<file path="src/rtl/pio_instr_receiver.sv">
// pio_instr_receiver: FPGA-side endpoint of the HPS instruction PIO channel.
// Detects the rising edge of the HPS strobe, latches the 29-bit instruction,
// and executes it as a single image-memory write, a single image-memory read,
// or a command dispatched to the processing core. Status goes back on
// pio_flags and read data on pio_rdata.
//
// Ports:
//   clk_clk, reset_reset_n         clock, asynchronous active-low reset
//   pio_enable, pio_instruct       HPS strobe (level) and instruction word
//                                  [2:0] op, [19:3] addr, [27:20] data, [28] rsvd
//   pio_flags                      [0] done, [1] busy, [2] error, [3] timeout
//   pio_rdata                      result of the last completed READ
//   mem_addr/mem_wdata/mem_we/mem_re/mem_rdata   image memory port
//   cmd_valid/cmd_ready/cmd_op/cmd_param/cmd_done processing-core command port
module pio_instr_receiver #(
  parameter int unsigned ADDR_W         = 17,
  parameter int unsigned DATA_W         = 8,
  parameter int unsigned MEM_DEPTH      = 76800,
  parameter int unsigned RD_LATENCY     = 2,
  parameter int unsigned TIMEOUT_CYCLES = 65535
) (
  input  logic              clk_clk,
  input  logic              reset_reset_n,
  input  logic              pio_enable,
  input  logic [28:0]       pio_instruct,
  output logic [3:0]        pio_flags,
  output logic [DATA_W-1:0] pio_rdata,
  output logic [ADDR_W-1:0] mem_addr,
  output logic [DATA_W-1:0] mem_wdata,
  output logic              mem_we,
  output logic              mem_re,
  input  logic [DATA_W-1:0] mem_rdata,
  output logic              cmd_valid,
  input  logic              cmd_ready,
  output logic [2:0]        cmd_op,
  output logic [DATA_W-1:0] cmd_param,
  input  logic              cmd_done
);

  localparam int unsigned INSTR_W   = 29;
  localparam int unsigned OP_W      = 3;
  localparam int unsigned F_ADDR_W  = 17;
  localparam int unsigned F_DATA_W  = 8;
  localparam int unsigned CNT_W     = 16;

  localparam logic [OP_W-1:0] OP_NOP   = 3'd0;
  localparam logic [OP_W-1:0] OP_WRITE = 3'd1;
  localparam logic [OP_W-1:0] OP_READ  = 3'd2;
  localparam logic [OP_W-1:0] OP_BAD   = 3'd7;

  // S_RESP is a one-cycle completion stage shared by every path, so that the
  // status flags are published one clock after the FSM reaches S_DONE.
  typedef enum logic [2:0] {
    S_IDLE   = 3'd0,
    S_DECODE = 3'd1,
    S_WR     = 3'd2,
    S_RD     = 3'd3,
    S_EXEC   = 3'd4,
    S_RESP   = 3'd5,
    S_DONE   = 3'd6
  } state_t;

  state_t state_q, state_d;

  logic                enable_q;
  logic [INSTR_W-1:0]  instr_q, instr_d;
  logic [CNT_W-1:0]    cnt_q, cnt_d;
  logic                acc_q, acc_d;
  logic                err_pend_q, err_pend_d;
  logic                to_pend_q, to_pend_d;
  logic                done_q, done_d;
  logic                busy_q, busy_d;
  logic                error_q, error_d;
  logic                timeout_q, timeout_d;
  logic [DATA_W-1:0]   rdata_q, rdata_d;
  logic [ADDR_W-1:0]   addr_q, addr_d;
  logic [DATA_W-1:0]   wdata_q, wdata_d;
  logic                we_q, we_d;
  logic                re_q, re_d;
  logic                cvalid_q, cvalid_d;
  logic [OP_W-1:0]     cop_q, cop_d;
  logic [DATA_W-1:0]   cparam_q, cparam_d;

  // Instruction fields of the latched word.
  logic [OP_W-1:0]     op_c;
  logic [F_ADDR_W-1:0] iaddr_c;
  logic [F_DATA_W-1:0] idata_c;
  logic                resv_c;

  assign op_c    = instr_q[2:0];
  assign iaddr_c = instr_q[19:3];
  assign idata_c = instr_q[27:20];
  assign resv_c  = instr_q[28];

  logic accept_c;
  logic hs_c;
  logic exec_done_c;
  logic exec_to_c;
  logic dec_err_c;

  assign accept_c    = (state_q == S_IDLE) && pio_enable && !enable_q;
  assign hs_c        = cvalid_q && cmd_ready;
  // cmd_done only counts once the command was accepted (possibly this cycle).
  assign exec_done_c = cmd_done && (acc_q || hs_c);
  assign exec_to_c   = (state_q == S_EXEC) && !exec_done_c &&
                       (cnt_q == CNT_W'(TIMEOUT_CYCLES - 1));
  assign dec_err_c   = resv_c || (op_c == OP_BAD) ||
                       (((op_c == OP_WRITE) || (op_c == OP_READ)) &&
                        (32'(iaddr_c) >= MEM_DEPTH));

  // State and all registered outputs.
  always_ff @(posedge clk_clk or negedge reset_reset_n) begin
    if (!reset_reset_n) begin
      state_q    <= S_IDLE;
      enable_q   <= 1'b0;
      instr_q    <= '0;
      cnt_q      <= '0;
      acc_q      <= 1'b0;
      err_pend_q <= 1'b0;
      to_pend_q  <= 1'b0;
      done_q     <= 1'b0;
      busy_q     <= 1'b0;
      error_q    <= 1'b0;
      timeout_q  <= 1'b0;
      rdata_q    <= '0;
      addr_q     <= '0;
      wdata_q    <= '0;
      we_q       <= 1'b0;
      re_q       <= 1'b0;
      cvalid_q   <= 1'b0;
      cop_q      <= '0;
      cparam_q   <= '0;
    end else begin
      state_q    <= state_d;
      enable_q   <= pio_enable;
      instr_q    <= instr_d;
      cnt_q      <= cnt_d;
      acc_q      <= acc_d;
      err_pend_q <= err_pend_d;
      to_pend_q  <= to_pend_d;
      done_q     <= done_d;
      busy_q     <= busy_d;
      error_q    <= error_d;
      timeout_q  <= timeout_d;
      rdata_q    <= rdata_d;
      addr_q     <= addr_d;
      wdata_q    <= wdata_d;
      we_q       <= we_d;
      re_q       <= re_d;
      cvalid_q   <= cvalid_d;
      cop_q      <= cop_d;
      cparam_q   <= cparam_d;
    end
  end

  // Next-state logic.
  always_comb begin
    state_d = state_q;
    case (state_q)
      S_IDLE: begin
        if (accept_c) state_d = S_DECODE;
      end
      S_DECODE: begin
        if (dec_err_c) begin
          state_d = S_RESP;
        end else begin
          case (op_c)
            OP_NOP:   state_d = S_RESP;
            OP_WRITE: state_d = S_WR;
            OP_READ:  state_d = S_RD;
            default:  state_d = S_EXEC;
          endcase
        end
      end
      S_WR: state_d = S_RESP;
      S_RD: begin
        if (cnt_q == CNT_W'(RD_LATENCY)) state_d = S_RESP;
      end
      S_EXEC: begin
        if (exec_done_c || exec_to_c) state_d = S_RESP;
      end
      S_RESP: state_d = S_DONE;
      S_DONE: begin
        if (!pio_enable) state_d = S_IDLE;
      end
      default: state_d = S_IDLE;
    endcase
  end

  // Output and datapath next values.
  always_comb begin
    instr_d    = instr_q;
    cnt_d      = cnt_q;
    acc_d      = acc_q;
    err_pend_d = err_pend_q;
    to_pend_d  = to_pend_q;
    done_d     = done_q;
    busy_d     = busy_q;
    error_d    = error_q;
    timeout_d  = timeout_q;
    rdata_d    = rdata_q;
    addr_d     = addr_q;
    wdata_d    = wdata_q;
    we_d       = 1'b0;
    re_d       = 1'b0;
    cop_d      = cop_q;
    cparam_d   = cparam_q;

    if (accept_c) begin
      instr_d    = pio_instruct;
      busy_d     = 1'b1;
      done_d     = 1'b0;
      error_d    = 1'b0;
      timeout_d  = 1'b0;
      err_pend_d = 1'b0;
      to_pend_d  = 1'b0;
    end

    // Counter restarts on every state change; it runs only in RD and EXEC.
    if (state_d != state_q) begin
      cnt_d = '0;
    end else if ((state_q == S_RD) || (state_q == S_EXEC)) begin
      cnt_d = cnt_q + CNT_W'(1);
    end

    if (state_q == S_DECODE) begin
      acc_d = 1'b0;
      if (dec_err_c) begin
        err_pend_d = 1'b1;
      end else if ((op_c == OP_WRITE) || (op_c == OP_READ)) begin
        addr_d  = ADDR_W'(iaddr_c);
        wdata_d = DATA_W'(idata_c);
      end
      if (state_d == S_EXEC) begin
        cop_d    = op_c;
        cparam_d = DATA_W'(idata_c);
      end
    end

    we_d = (state_d == S_WR);

    // Read strobe is issued on the second RD cycle; data is captured on the
    // RD_LATENCY-th clock after it.
    if (state_q == S_RD) begin
      re_d = (cnt_q == '0);
      if (cnt_q == CNT_W'(RD_LATENCY)) rdata_d = mem_rdata;
    end

    if (state_q == S_EXEC) begin
      acc_d = acc_q || hs_c;
      if (exec_to_c) begin
        to_pend_d  = 1'b1;
        err_pend_d = 1'b1;
      end
    end
    cvalid_d = (state_d == S_EXEC) && !acc_d;

    // Status is published together: busy falls as done and error rise.
    if (state_q == S_DONE) begin
      done_d    = 1'b1;
      busy_d    = 1'b0;
      error_d   = err_pend_q;
      timeout_d = to_pend_q;
    end
  end

  assign pio_flags = {timeout_q, error_q, busy_q, done_q};
  assign pio_rdata = rdata_q;
  assign mem_addr  = addr_q;
  assign mem_wdata = wdata_q;
  assign mem_we    = we_q;
  assign mem_re    = re_q;
  assign cmd_valid = cvalid_q;
  assign cmd_op    = cop_q;
  assign cmd_param = cparam_q;

endmodule

</file>
<file path="config.mk">
export PLATFORM = sky130hd
export DESIGN_NAME = pio_instr_receiver
export DESIGN_NICKNAME = d
export VERILOG_FILES = /design/src/rtl/pio_instr_receiver.sv
export SDC_FILE = /design/constraint.sdc
export NUM_CORES = 1
export LEC_CHECK = 0
export CAP_MARGIN = 5
export CORE_AREA = 2 2 97 99
export DETAILED_ROUTE_END_ITERATION = 8
export DIE_AREA = 0 0 99 101
export PLACE_DENSITY = 0.89
export SLEW_MARGIN = 30
export SYNTH_ARGS = -nofsm -noshare
export SYNTH_HDL_FRONTEND = slang
export SYNTH_SLANG_ARGS = --single-unit
</file>
<file path="constraint.sdc">
create_clock -name clk_clk -period 2.4 [get_ports clk_clk]
set_clock_uncertainty 0.2 [all_clocks]
set_input_delay 0.36 -clock clk_clk [delete_from_list [all_inputs] [get_ports clk_clk]]
set_output_delay 0.36 -clock clk_clk [all_outputs]
set_load 0.01 [all_outputs]
</file>
==> impl_metrics.env <==
export IMPL_status="completed"
export IMPL_cts_buffers=9
export IMPL_pwr_density_cell_nw_per_um2=1070
export IMPL_drt_iter0_drc=156
export IMPL_nNetsFinal=545
export IMPL_cp_max_fo=5
export IMPL_cts_setup_buffers=0
export IMPL_hold_ws_ns=0.261
export IMPL_layout_drive_gt1_share=0.184
export IMPL_cp_start_kind="flop"
export IMPL_register_area_um2=2580
export IMPL_die_x_um=99
export IMPL_synth_nets=444
export IMPL_multi_input_area_um2=1800
export IMPL_finalCoreUtilization=0.648
export IMPL_row_count=35
export IMPL_crit_arrival_ns=2.43
export IMPL_peakVddDrop_uv=426
export IMPL_ys_seq_area_frac=0.577
export IMPL_routed_via_density=5.36
export IMPL_vias=3303
export IMPL_end_kind="flop"
export IMPL_htree_levels=3
export IMPL_synth_ff_type="dfrtp_1"
export IMPL_setup_viol=0
export IMPL_start_util=0.497
export IMPL_ys_ff_latch=103
export IMPL_die_area_um2=10000
export IMPL_syn_to_final_growth_pct=30.2
export IMPL_crit_type="flop to flop"
export IMPL_slew_headroom=0.665
export IMPL_hold_violations=0
export IMPL_p_total_w=0.00623
export IMPL_final_common_cell="nand2_1"
export IMPL_syn_area_per_cell_um2=11.2
export IMPL_dp_cells=598
export IMPL_drv_cap=0
export IMPL_dp_slack_ns=-0.0510
export IMPL_nFillCells=692
export IMPL_io_pins=93
export IMPL_grt_overflow=0
export IMPL_antenna_found_initial=0
export IMPL_r2r_start="instr_q[16]"
export IMPL_synthesis_area_um2=4470
export IMPL_die_y_um=101
export IMPL_finalWorstSetupSlack_ns=0.0385
export IMPL_drt_wl_total_um=9970
export IMPL_gr_usage_all_layers=0.203
export IMPL_grt_pass1_vias=3351
export IMPL_grt_pass1_wl_um=16100
export IMPL_clk_pin_slew_ns=0.11
export IMPL_synth_cell_types=48
export IMPL_drt_pass1_iter_count=4
export IMPL_cts_tree="yes"
export IMPL_reg2reg_slack_ns=0.04
export IMPL_power_leakage_nw=2.67
export IMPL_hold_class="input pin to asynchronous set/reset pin"
export IMPL_min_period_over_period=0.984
export IMPL_grt_max_degree=50
export IMPL_portBuffers=92
export IMPL_yosys_warnings=0
export IMPL_core_area_um2=8980
export IMPL_layout_min_cycle_time_ns=2.36
export IMPL_fmax_mhz=423
export IMPL_clock_sinks=103
export IMPL_report_final_slew_viol_count=0
export IMPL_layout_common_cells="nand2_1 (106), dfrtp_1 (103), clkdlybuf4s50_1 (91)"
export IMPL_timing_rr_end="cmd_param[3]"
export IMPL_reg2reg_depth=5
export IMPL_synth_edf_count=0
export IMPL_critPathRequiredTime_ns=2.47
export IMPL_cts_root_buf="clkbuf_8"
export IMPL_worstMarginPinSlew_ns=0.502
export IMPL_layout_cells_non_filler=616
export IMPL_wire_per_inst_um=16.2
export IMPL_synth_cells=399
export IMPL_synthArstFlopShare=1.00
export IMPL_diodes=0
export IMPL_ant_nets=0
export IMPL_hpwl_um=6910
export IMPL_place_gp_congestion=0.921
export IMPL_clockBufferDepth=2
export IMPL_drc=0
export IMPL_clock_latency_ns=0.37
[synthesized netlist by cell type, types with 2 or more instances]
| cell | number | area (um2) |
|---|---|---|
| buf_4 | 4 | 30.0 |
| a21boi_0 | 2 | 15.0 |
| a21o_1 | 4 | 30.0 |
| dfrtp_1 | 103 | 2580 |
| xnor2_1 | 6 | 52.6 |
| ha_1 | 3 | 37.5 |
| mux2_4 | 10 | 150 |
| nand3_1 | 10 | 50.1 |
| or4bb_1 | 2 | 22.5 |
| nor2_1 | 9 | 33.8 |
| inv_1 | 7 | 26.3 |
| clkbuf_1 | 9 | 33.8 |
| nand4_1 | 5 | 31.3 |
| nor4_1 | 6 | 37.5 |
| mux2_2 | 34 | 383 |
| nand2_1 | 106 | 398 |
| xor2_1 | 10 | 87.6 |
| and3_1 | 4 | 25.0 |
| a21oi_1 | 8 | 40.0 |
| and2_1 | 3 | 18.8 |
| buf_2 | 5 | 25.0 |
| o21ai_0 | 7 | 35.0 |
| nor3_1 | 17 | 85.1 |
[sequential cells by signal, indices dropped and copies added, names as in the netlist, 3 cells and up]
name and cells:
instr_q 29, mem_addr 17, cnt_q 16, cmd_param 8
mem_wdata 8, pio_rdata 8, cmd_op 3, state_q 3
[routing by layer]
metal  global-route usage  part of all wire  vias up
met2                0.325              0.48      105
li1                     -                 -     1561
met1                0.276              0.45     1617
met4               0.0717             0.019        0
met3               0.0423             0.049       20
met5                    0                 0        -
[power by group]
group	switching [W]	total [W]	internal, W
sequential	0.000482	0.00282	0.00234
combinational	0.00106	0.00236	0.00130
clock	0.000652	0.00105	0.000401
total	0.00220	0.00623	0.00404
[kinds of logic (layout without fill, tap and decap cells)]
| logic type | Yosys count | after routing | synth area share |
|---|---|---|---|
| AO/OA/AOI/OAI | 32 | 32 | 0.0546 |
| XOR/XNOR | 16 | 16 | 0.0314 |
| flip-flops | 103 | 103 | 0.577 |
| buffers and inverters | 27 | 132 | 0.0291 |
| AND/OR/NAND/NOR | 174 | 175 | 0.180 |
| multiplexers | 44 | 44 | 0.119 |
| adder cells (fa/ha/maj) | 3 | 3 | 0.00841 |
[area by class of cell]
cell class,count,area share
inverter,7,0.00452
clock inverter,7,0.0114
timing repair buffer,109,0.187
multi-input combinational,270,0.309
tap,111,0.0239
sequential,103,0.443
clock buffer,9,0.0213
[metrics by stage]
stage	area (um2)	setup TNS, ns
final	5810	0
after global routing	5810	-0.217
after CTS	5790	0
after detailed placement	5580	-0.432
after global placement	5580	0
after floorplan	4470	0
[worst max-delay path: stages (launching register included)]
cell      delay [ns]
dfrtp_1         0.46
a211oi_4        0.34
a21oi_1         0.16
nor4_2          0.35
and4_2          0.42
mux2_4          0.33
[worst max path at each step]
stage	cells past startpoint	from	to
2_1_floorplan	7	state_q[0]	cmd_op[0]
3_3_place_gp	6	pio_enable	cmd_param[3]
3_5_place_dp	6	pio_enable	cmd_param[4]
4_1_cts	5	state_q[0]	cmd_op[0]
5_1_grt	5	instr_q[16]	cmd_param[3]
6_report	5	instr_q[16]	cmd_param[3]
[timing repair]
item,CTS,global route
resized for setup,1,4
pin swaps,0,1
gates cloned,0,1
hold buffers,1,0
endpoints found under the setup margin,1,12
hold endpoints to repair,33,0
(Power assumes the default switching activity.)
